<file path="src/rtl/outport_sink.sv">
// First-word fall-through out-port FIFO with a sticky overflow flag for dropped writes.
// Define OUTPORT_SINK_SEG7_EN to add last-popped-byte hex display outputs (display1/display2).
module outport_sink #(
   parameter int DEPTH = 4,
   parameter int WIDTH = 32
) (
   input  logic                     clock,
   input  logic                     reset,
   input  logic                     wr_en,
   input  logic [WIDTH-1:0]         wr_data,
   output logic                     out_valid,
   input  logic                     out_ready,
   output logic [WIDTH-1:0]         out_data,
   output logic [$clog2(DEPTH):0]   count,
   output logic                     full,
   output logic                     empty,
   output logic                     overflow,
   input  logic                     clear_ovf
`ifdef OUTPORT_SINK_SEG7_EN
   ,
   output logic [7:0]               display1,
   output logic [7:0]               display2
`endif
);

   localparam int PW = $clog2(DEPTH);
   localparam int CW = PW + 1;
   localparam logic [CW-1:0] FullCount = CW'(DEPTH);

   logic [WIDTH-1:0] mem_q [DEPTH];
   logic [PW-1:0]    wr_ptr_q, wr_ptr_d;
   logic [PW-1:0]    rd_ptr_q, rd_ptr_d;
   logic [CW-1:0]    count_q, count_d;
   logic             overflow_q, overflow_d;
   logic             push, pop, drop;

   assign empty     = (count_q == '0);
   assign full      = (count_q == FullCount);
   assign out_valid = !empty;
   assign out_data  = mem_q[rd_ptr_q];
   assign count     = count_q;
   assign overflow  = overflow_q;

   // A write while full is still accepted if the head leaves on the same edge.
   assign pop  = out_valid && out_ready;
   assign push = wr_en && (!full || pop);
   assign drop = wr_en && full && !pop;

   always_comb begin
      wr_ptr_d   = wr_ptr_q;
      rd_ptr_d   = rd_ptr_q;
      count_d    = count_q;
      overflow_d = overflow_q;
      if (push) wr_ptr_d = wr_ptr_q + PW'(1);
      if (pop)  rd_ptr_d = rd_ptr_q + PW'(1);
      case ({push, pop})
         2'b10:   count_d = count_q + CW'(1);
         2'b01:   count_d = count_q - CW'(1);
         default: count_d = count_q;
      endcase
      if (drop)           overflow_d = 1'b1;
      else if (clear_ovf) overflow_d = 1'b0;
   end

   always_ff @(posedge clock or posedge reset) begin
      if (reset) begin
         wr_ptr_q   <= '0;
         rd_ptr_q   <= '0;
         count_q    <= '0;
         overflow_q <= 1'b0;
      end else begin
         wr_ptr_q   <= wr_ptr_d;
         rd_ptr_q   <= rd_ptr_d;
         count_q    <= count_d;
         overflow_q <= overflow_d;
      end
   end

   // Storage needs no reset: entries are unreachable once the pointers and count clear.
   always_ff @(posedge clock) begin
      if (push && !reset) mem_q[wr_ptr_q] <= wr_data;
   end

`ifdef OUTPORT_SINK_SEG7_EN
   logic [7:0] last_word_q;

   function automatic logic [7:0] seg7(input logic [3:0] digit);
      logic [7:0] seg;
      case (digit)
         4'h0: seg = 8'hC0;
         4'h1: seg = 8'hF9;
         4'h2: seg = 8'hA4;
         4'h3: seg = 8'hB0;
         4'h4: seg = 8'h99;
         4'h5: seg = 8'h92;
         4'h6: seg = 8'h82;
         4'h7: seg = 8'hF8;
         4'h8: seg = 8'h80;
         4'h9: seg = 8'h90;
         4'hA: seg = 8'h88;
         4'hB: seg = 8'h83;
         4'hC: seg = 8'hC6;
         4'hD: seg = 8'hA1;
         4'hE: seg = 8'h86;
         default: seg = 8'h8E;
      endcase
      return seg;
   endfunction

   always_ff @(posedge clock or posedge reset) begin
      if (reset)    last_word_q <= '0;
      else if (pop) last_word_q <= out_data[7:0];
   end

   assign display1 = seg7(last_word_q[3:0]);
   assign display2 = seg7(last_word_q[7:4]);
`endif

endmodule

</file>
<file path="config.mk">
export PLATFORM = sky130hd
export DESIGN_NAME = outport_sink
export DESIGN_NICKNAME = d
export VERILOG_FILES = /design/src/rtl/outport_sink.sv
export SDC_FILE = /design/constraint.sdc
export NUM_CORES = 1
export LEC_CHECK = 0
export BUFFER_PORTS_ARGS = -buffer_cell sky130_fd_sc_hd__buf_2
export CORE_ASPECT_RATIO = 0.6
export CORE_MARGIN = 4
export CORE_UTILIZATION = 60
export DETAILED_ROUTE_END_ITERATION = 8
export PLACE_DENSITY_LB_ADDON = 0.1
export SYNTH_ARGS = -nofsm -noshare
export SYNTH_HDL_FRONTEND = slang
export SYNTH_SLANG_ARGS = --single-unit
</file>
<file path="constraint.sdc">
create_clock -name clock -period 5.3 [get_ports clock]
set_input_delay 0.265 -clock clock [delete_from_list [all_inputs] [get_ports clock]]
set_output_delay 0.265 -clock clock [all_outputs]
set_load 0.01 [all_outputs]
</file>
# Yosys cells after proc, flatten, opt, wreduce, memory -nomap -nowiden
# Memory sizes are Yosys's and may differ from the RTL's.
# Cells that the tools add are included.
# Widths: inputs -> output; s select.
[totals] reg_bits=8 ramBits=128 out_inout_bits=39 word_cells=30 n_memories=1
[op_classes] add_sub_neg=4 eq_ne=3 mux=5 n_reduce_logical=13
[mem_list] memory="mem_q" words=4 word_bits=32 rd=1 rd_ports_with_merged_regs=0 write_ports=1 line="30" source="logic [WIDTH-1:0] mem_q [DEPTH];"
[op_table] op="$pmux 3 s2" n=1
[op_table] op="$logic_and 1x1->1" n=5
[op_table] op="$add 2x1->2 const B" n=2
[op_table] op="$logic_not 1->1" n=4
[op_table] op="$mux 1" n=4
[op_table] op="$reduce_bool 2->1" n=2
[op_table] op="$add 3x1->3 const B" n=1
[op_table] op="$eq 3x3->1 const B" n=1
[op_table] op="$logic_not 3->1" n=1
[op_table] op="$sub 3x1->3 const B" n=1
[op_table] op="$eq 2x1->1 const B" n=1
[op_table] op="$eq 2x2->1 const B" n=1
[op_table] op="$logic_or 1x1->1" n=1

# Longest topological paths before layout
# Gate-level depths: netlist of the first run.
[depth] word_depth=8 depth_mapped=7 depth_no_buf=7

# Least setup slack after synthesis of the first run
# No wires, ideal clock.
[synth_path] path_kind="register -> register" from="register count_q[2], in the netlist count[2]" to="memory mem_q[0][0], enable pin" setup_time_ns=0.392 arrival_ns=1.673 required_ns=4.908 slack_ns=3.235 path_stages_with_launch=4 n_path_buf=0 synth_period_minus_slack_ns=2.065 path_cell_list="dfrtp_1 or3b_4 o211a_1 and2_1"
[synth_via] elab_chain_len=8
[synth_rtl] element="start: declaration" line="33" source="logic [CW-1:0] count_q, count_d;"
[synth_rtl] element="start signal: assignment" line="74" source="count_q <= count_d;"
[synth_rtl] element="$logic_not 3->1" line="37" source="assign empty = (count_q == '0);"
[synth_rtl] element="$logic_not 1->1" line="39" source="assign out_valid = !empty;"
[synth_rtl] element="$logic_and 1x1->1" line="45" source="assign pop = out_valid && out_ready;"
[synth_rtl] element="$logic_or 1x1->1 (*)" line="46" source="assign push = wr_en && (!full || pop);"
[synth_rtl] element="$logic_and 1x1->1 (*)" line="46"
[synth_rtl] element="$logic_and 1x1->1 (*)" line="81" source="if (push && !reset) mem_q[wr_ptr_q] <= wr_data;"
[synth_rtl] element="$mux 1 (*)" line="81"
[synth_rtl] element="$mux 1 (implied by the code) (*)" line="81"
[synth_rtl] element="end: declaration" line="30"
# Every way passes the cells marked *; elsewhere a longest branch is shown, timed or not.

# Final worst setup path of the first run
[layout_path] from="register rd_ptr_q[0]" to="output port out_data[17]"
[layout_via] elab_chain_len=1
[layout_rtl] element="start: declaration" line="32" source="logic [PW-1:0] rd_ptr_q, rd_ptr_d;"
[layout_rtl] element="start signal: assignment" line="73" source="rd_ptr_q <= rd_ptr_d;"
[layout_rtl] element="$mem_v2 4x32"
[layout_rtl] element="end: declaration" line="13" source="output logic [WIDTH-1:0] out_data,"
# No other way between the ends.

==> impl_results.md, run 1 <==
* Status: finished clean
* Drt drc at 0
* Tmin final at 2.47 ns
* WL/cell at 21.0 um
* Sum Neg Setup Slack at 0 ns
* Critical Path Sink Type: primary output
* Syn_nets at 268
* Final worst slack at 2.83 ns
* Startpoint types: register
* Synth cell types at 33
* Synth Register Bits at 136
* Fraction of layout cells with a size suffix above 1 at 43.6%
* Yosys top cell by area: edfxtp_1
* Pre-Repair DR Iteration Count at 4
* CP Launch Point: rd_ptr_q[0]
* Gpl congestion at 0.689
* Maximum vdd drop at 0.381 mV
* Max Freq at 0.405 GHz
* CTS tree: built
* Total Wirelength at 9130 um
* Slew Viols, Final at 0
* First-pass GRT wire length at 14900 um
* P&R area growth vs syn at 20.1%
* Worst stage delay on the critical path at 0.61 ns
* Post-synth top cells: 128 x edfxtp_1, 32 x mux4_2, 9 x inv_1
* Count leader, synth: edfxtp_1
* Clk_lat worst skew at 0.41 ns
* Worst-margin pin slew at 0.915 ns
* Yosys top cell area share at 74.5%
* CP max stage cell: mux4_2
* Syn avg cell area at 22.8 um^2
* Post-CTS Setup Inserts at 0
* Root buffer cell: clkbuf_16
* DP HPWL at 5380 um
* Die Span Y at 79.8 um
* # rows at 25
* RSZ-0062 raised after global routing: no
* Yosys warns at 0
* # H-tree levels at 4
* Tcrit/Tclk final at 46.6%
* Cells on worst reg2reg path at 3
* Initial Util at 63.7%
* Tot GR Track Use at 20.3%
* Worst EP required at 5.04 ns
* DIE WIDTH at 128 um
* Maximum clock insertion buffer count at 2
* Clock-pin slew on the worst setup and hold paths at 0.05 ns
* P per Cell Area at 542 mW/mm^2
* Crit Path Category: register to primary output
* Crit path capture: out_data[17]
* Worst clock skew at 0.00416 ns
* Pin count of the biggest net entering global routing at 33
* Post-synth EDFFs at 128
* Core Area at 0.00810 mm^2
* Final setup fails at 0
* Area contributors post-synth: edfxtp_1 74%, mux4_2 14%, dfrtp_1 3.9%
* Antenna viol nets, final at 0
* Crit path cell chain: buf_4, mux4_2, buf_2
* Max Cap Viol at 0
* Leakage power at 0.00221 uW
* Clk sinks at 136
* Number of global-route vias before repair at 2709
* Die area at 0.0102 mm^2
* DRT iter0 DRCs at 188
* Synth Flop Type: edfxtp_1
* Port buffer count at 75
* Reg2reg setup slack at 3.23 ns
* Final Hold Fails at 0
* Initial antenna violation count at 1
* Max-slew headroom at 39.0%
* Global route total overflow at 0
* Crit path DAT at 2.20 ns
* Post-CTS sizing at 0
* HP Class: input port to register
* Post-synthesis sequential area ratio at 78.4%
* Critical-path maximum fanout at 26
* Via density per instance at 5.79
* RR Endpoint: mem_q[1][10]
* DR vias at 2520
* Mapped Area at 0.00516 mm^2
* Layout Nets at 355
* Post-Syn Instances at 226
* CTS Buf Count at 17
* Top Ports at 76
* Pre-CTS setup slack at 3.20 ns
* RR Startpoint: count[2]
* Async SR Flop Fraction at 5.88%
==> power breakdown <==
part	switching [uW]	internal (uW)	total [uW]	leakage, uW
logic	434	424	859	0.000692
clock network	405	683	1090	0.000263
registers	92.1	1320	1410	0.00126
==> area by class of cell <==
cell class | count | area [um^2]
diodes | 1 | 2.50
clock buffers | 21 | 440
flip-flops and latches | 136 | 4050
fillers | 456 | 1910
well taps | 108 | 135
repair buffers | 78 | 400
multi-input cells | 71 | 1030
inverters | 9 | 33.8
clock inverters | 11 | 106
==> cell families (layout without fill, tap and decap cells) <==
family	count (synthesis)	in the layout	share of synthesized area [%]
other cells	0	1	0
mux	33	33	14.2
simple gates	17	17	1.87
buf+inv	19	119	1.72
flops	136	136	78.4
xor+xnor	5	5	0.849
compound gates	11	11	1.65
fa+ha+maj	5	5	1.36
==> per-stage QoR <==
stage / cell area (um^2) / util, % / hold slack, ns / total power (uW) / cells
after floorplan: 5160 / - / 0.0887 / 2010 / 226
after CTS: 6190 / 76.4 / 0.0293 / 3400 / 434
after global routing: 6200 / 76.5 / 0.0481 / 3530 / 435
after global placement: 5640 / 69.6 / 0.244 / 2290 / 401
final: 6200 / 76.5 / 0.0446 / 3360 / 435
after detailed placement: 5640 / 69.6 / 0.247 / 2300 / 401
==> worst min-delay path by stage <==
| stage | from | end | depth (start not counted) |
|---|---|---|---|
| 2_1_floorplan | reset | count[0] | 1 |
| 3_3_place_gp | reset | wr_ptr_q[1] | 2 |
| 3_5_place_dp | reset | wr_ptr_q[0] | 2 |
| 4_1_cts | clear_ovf | overflow | 2 |
| 5_1_grt | clear_ovf | overflow | 2 |
| 6_report | clear_ovf | overflow | 2 |
==> registers in the layout, summed over array words and instances, names as in the netlist <==
signal	flops
wr_ptr_q	2
mem_q	128
count	3
overflow	1
rd_ptr_q	2
==> layout by cell type (no fill, tap or decap), drive strengths merged, types with 2 or more instances in the layout <==
cell type | Yosys | layout
and2 | 4 | 4
buf | 8 | 77
bufinv | 0 | 2
clkbuf | 2 | 21
clkinv | 0 | 7
clkinvlp | 0 | 2
dfrtp | 8 | 8
edfxtp | 128 | 128
ha | 4 | 4
inv | 9 | 9
mux4 | 32 | 32
nand2 | 3 | 3
nor2 | 3 | 3
o21ai | 2 | 2
xnor2 | 4 | 4
==> metal layers <==
| metal | vias up | track usage, % | wire length (um) | share of wire, % |
|---|---|---|---|---|
| met1 | 1297 | 27.2 | 3860 | 42 |
| met3 | 12 | 8.16 | 690 | 7.6 |
| met4 | 0 | 6.89 | 96 | 1.1 |
| li1 | 1112 | - | - | - |
| met5 | - | 0 | 0 | 0 |
| met2 | 99 | 30.7 | 4480 | 49 |
==> worst max-delay path: cells and delay by family, from the launching register on <==
family	cells	cell delay [ns]
buffers and inverters	2	0.67
muxes	1	0.61
DFF	1	0.51
==> timing repair <==
| action | CTS | global route |
|---|---|---|
| endpoints found under the hold margin | 8 | 0 |
| hold buffers | 1 | 0 |
| setup endpoints to repair | 0 | 0 |
Note: power is estimated with default switching activity, not from simulation.
==> run 2, diff against run 1 <==
Settings changed: CORE_UTILIZATION 60 to 51.
Clock period 5.3 ns to 2.1 ns, I/O delays scaled along.
==> run 2 against run 1 <==
Cell count rose by 15%. Combinational power rose to 2.8 times the previous value. Die area rose by 16%. Highest routed layer unchanged. Global-route usage is 1.9 points lower. Clock skew is 0.0021 ns higher. Total power rose to 2.7 times the previous value. Non-clock buffer count rose by 40. Hold slack gained 0.021 ns. Critical path type unchanged. Wire length up 4.1%.
==> impl_results.md, run 2 (synthesis results as in run 1) <==
* Max Cap Viol at 0 (unchanged)
* CP max stage cell: dfrtp_4 (was mux4_2)
* Maximum clock insertion buffer count at 2 (unchanged)
* Hold_ws at 0.0660 ns (was 0.0446 ns)
* # rows at 28 (was 25)
* DP HPWL at 5990 um (was 5380 um)
* Worst-margin pin slew at 0.408 ns (was 0.915 ns)
* CP Launch Point: rd_ptr_q[0] (unchanged)
* RR Endpoint: count[1] (was mem_q[1][10])
* Number of global-route vias before repair at 2720 (was 2709)
* Fill cells at 634 (was 456)
* Max FFs per register at 128 (unchanged)
* Maximum vdd drop at 0.964 mV (was 0.381 mV)
* RSZ-0062 raised after global routing: no (unchanged)
* Root buffer cell: clkbuf_16 (unchanged)
* Initial Util at 52.4% (was 63.7%)
* CTS tree: built (unchanged)
* Critical-path maximum fanout at 13 (was 26)
* Commonest non-fill, non-tap cell in the layout: edfxtp_1 (unchanged)
* Post-CTS Setup Inserts at 0 (unchanged)
* Pre-CTS setup slack at 0.118 ns (was 3.20 ns)
* Die Span Y at 85.9 um (was 79.8 um)
* Layout Nets at 395 (was 355)
* Drt drc at 0 (unchanged)
* DR vias at 2601 (was 2520)
* Slew Viols, Final at 0 (unchanged)
* Antenna viol nets, final at 0 (unchanged)
* HP Class: input port to register (unchanged)
* # H-tree levels at 4 (unchanged)
* Global route total overflow at 0 (unchanged)
* P&R area growth vs syn at 30.9% (was 20.1%)
* First-pass GRT wire length at 15500 um (was 14900 um)
* Core Area at 0.00984 mm^2 (was 0.00810 mm^2)
* Clk_lat worst skew at 0.42 ns (was 0.41 ns)
* Gpl congestion at 0.762 (was 0.689)
* Crit path cell chain: buf_12, mux4_2, buf_2 (was buf_4, mux4_2, buf_2)
* Reg2reg setup slack at 0.13 ns (was 3.23 ns)
* Crit path DAT at 1.90 ns (was 2.20 ns)
* Register area at 0.00405 mm^2 (about the same)
* Worst stage delay on the critical path at 0.55 ns (was 0.61 ns)
* Die area at 0.0118 mm^2 (was 0.0102 mm^2)
* Tcrit/Tclk final at 95.4%
* Worst EP required at 2.00 ns (was 5.04 ns)
* WL/cell at 19.0 um (was 21.0 um)
* Post-route cell area at 0.00676 mm^2 (was 0.00620 mm^2)
* P per Cell Area at 1330 mW/mm^2 (was 542 mW/mm^2)
* Overall power at 8990 uW (was 3360 uW)
* Critical Path Sink Type: primary output (unchanged)
* Post-DP Area at 0.00580 mm^2 (was 0.00564 mm^2)
* Fraction of layout cells with a size suffix above 1 at 42.6% (was 43.6%)
* Max Freq at 0.499 GHz
* Max-slew headroom at 72.8% (was 39.0%)
* DIE WIDTH at 138 um (was 128 um)
* Initial antenna violation count at 0 (was 1)
* Top Ports at 76 (unchanged)
* DRT iter0 DRCs at 166 (was 188)
* Tot GR Track Use at 18.4% (was 20.3%)
* Commonest non-fill, non-tap cells in the layout: 128 x edfxtp_1, 75 x buf_2, 34 x dlygate4sd3_1 (was 128 x edfxtp_1, 75 x buf_2, 32 x mux4_2)
* Total Wirelength at 9510 um (was 9130 um)
* Sum Neg Setup Slack at 0 ns (unchanged)
* Pin count of the biggest net entering global routing at 27 (was 33)
* Final worst slack at 0.0960 ns (was 2.83 ns)
* Pre-Repair DR Iteration Count at 4 (unchanged)
* Via density per instance at 5.19 (was 5.79)
* Most flop-heavy register: mem_q (unchanged)
* Port buffer count at 75 (unchanged)
* Status: finished clean (unchanged)
* Tmin final at 2.00 ns
* Crit path capture: out_data[21] (was out_data[17])
* # diodes at 0 (was 1)
* Clk sinks at 136 (unchanged)
* Startpoint types: register (unchanged)
* Worst clock skew at 0.00623 ns (was 0.00416 ns)
* Clock-pin slew on the worst setup and hold paths at 0.06 ns (was 0.05 ns)
* Crit Path Category: register to primary output (unchanged)
* Cells on worst reg2reg path at 7 (was 3)
* RR Startpoint: count[2] (unchanged)
* Multi-input gate area at 0.00103 mm^2 (about the same)
* CTS Buf Count at 17 (unchanged)
* Leakage power at 0.00244 uW (was 0.00221 uW)
* Final Hold Fails at 0 (unchanged)
* Final setup fails at 0 (unchanged)
-- run 2: cell count changes in the layout (fill, tap and decap cells not counted), moves of 2 or more --
| cell | before | now |
|---|---|---|
| bufinv_16 | 2 | 4 |
| buf_12 | 0 | 6 |
| dlygate4sd3_1 | 1 | 34 |
| dfrtp_1 | 7 | 5 |
| clkbuf_1 | 4 | 1 |
| clkinv_4 | 0 | 3 |
-- run 2: worst min path at each step --
stage | start | endpoint | slack (ns) | cells past startpoint
after global placement | reset | count[2] | 0.12 | 3
after floorplan | reset | count[0] | -0.07 | 1
after CTS | out_ready | rd_ptr_q[1] | 0.05 | 3
final | out_ready | rd_ptr_q[0] | 0.07 | 3
after global routing | out_ready | rd_ptr_q[1] | 0.07 | 3
after detailed placement | reset | wr_ptr_q[1] | 0.11 | 3
-- run 2: repair_timing --
action | CTS | global route
setup endpoints to repair | 0 | 19
hold buffers | 34 | 0
resized for setup | 0 | 4
hold endpoints to repair | 137 | 0
-- run 2: layout make-up --
| cell class | instances | share of cell area [%] |
|---|---|---|
| clock buffers | 18 | 6.35 |
| clock inverters | 14 | 2.69 |
| inverters | 9 | 0.500 |
| multi-input cells | 71 | 15.3 |
| flip-flops and latches | 136 | 59.9 |
| well taps | 135 | 2.50 |
| repair buffers | 118 | 12.7 |
-- run 2: critical path: cells and delay by family (launching register included) --
family   cells  cell delay, ns
mux          1            0.55
flops        1            0.55
buf+inv      2            0.37
-- run 2: metrics by stage --
stage	cells	utilization [%]
3_3_place_gp	435	58.9
4_1_cts	501	68.6
5_1_grt	501	68.6
3_5_place_dp	435	58.9
2_1_floorplan	226	-
6_report	501	68.6
-- run 2: metal layers --
layer / up-vias / share of wire (%) / track usage [%]
met4: 0 / 1.4 / 6.37
li1: 1190 / - / -
met3: 12 / 4.9 / 6.86
met2: 66 / 44 / 25.4
met5: - / 0 / 0
met1: 1333 / 50 / 27.2
-- run 2: power by group --
group	internal (uW)	total, uW	switching, uW
registers	3330	3570	232
logic	1240	2410	1160
clock network	1970	3020	1050
total	6550	8990	2440
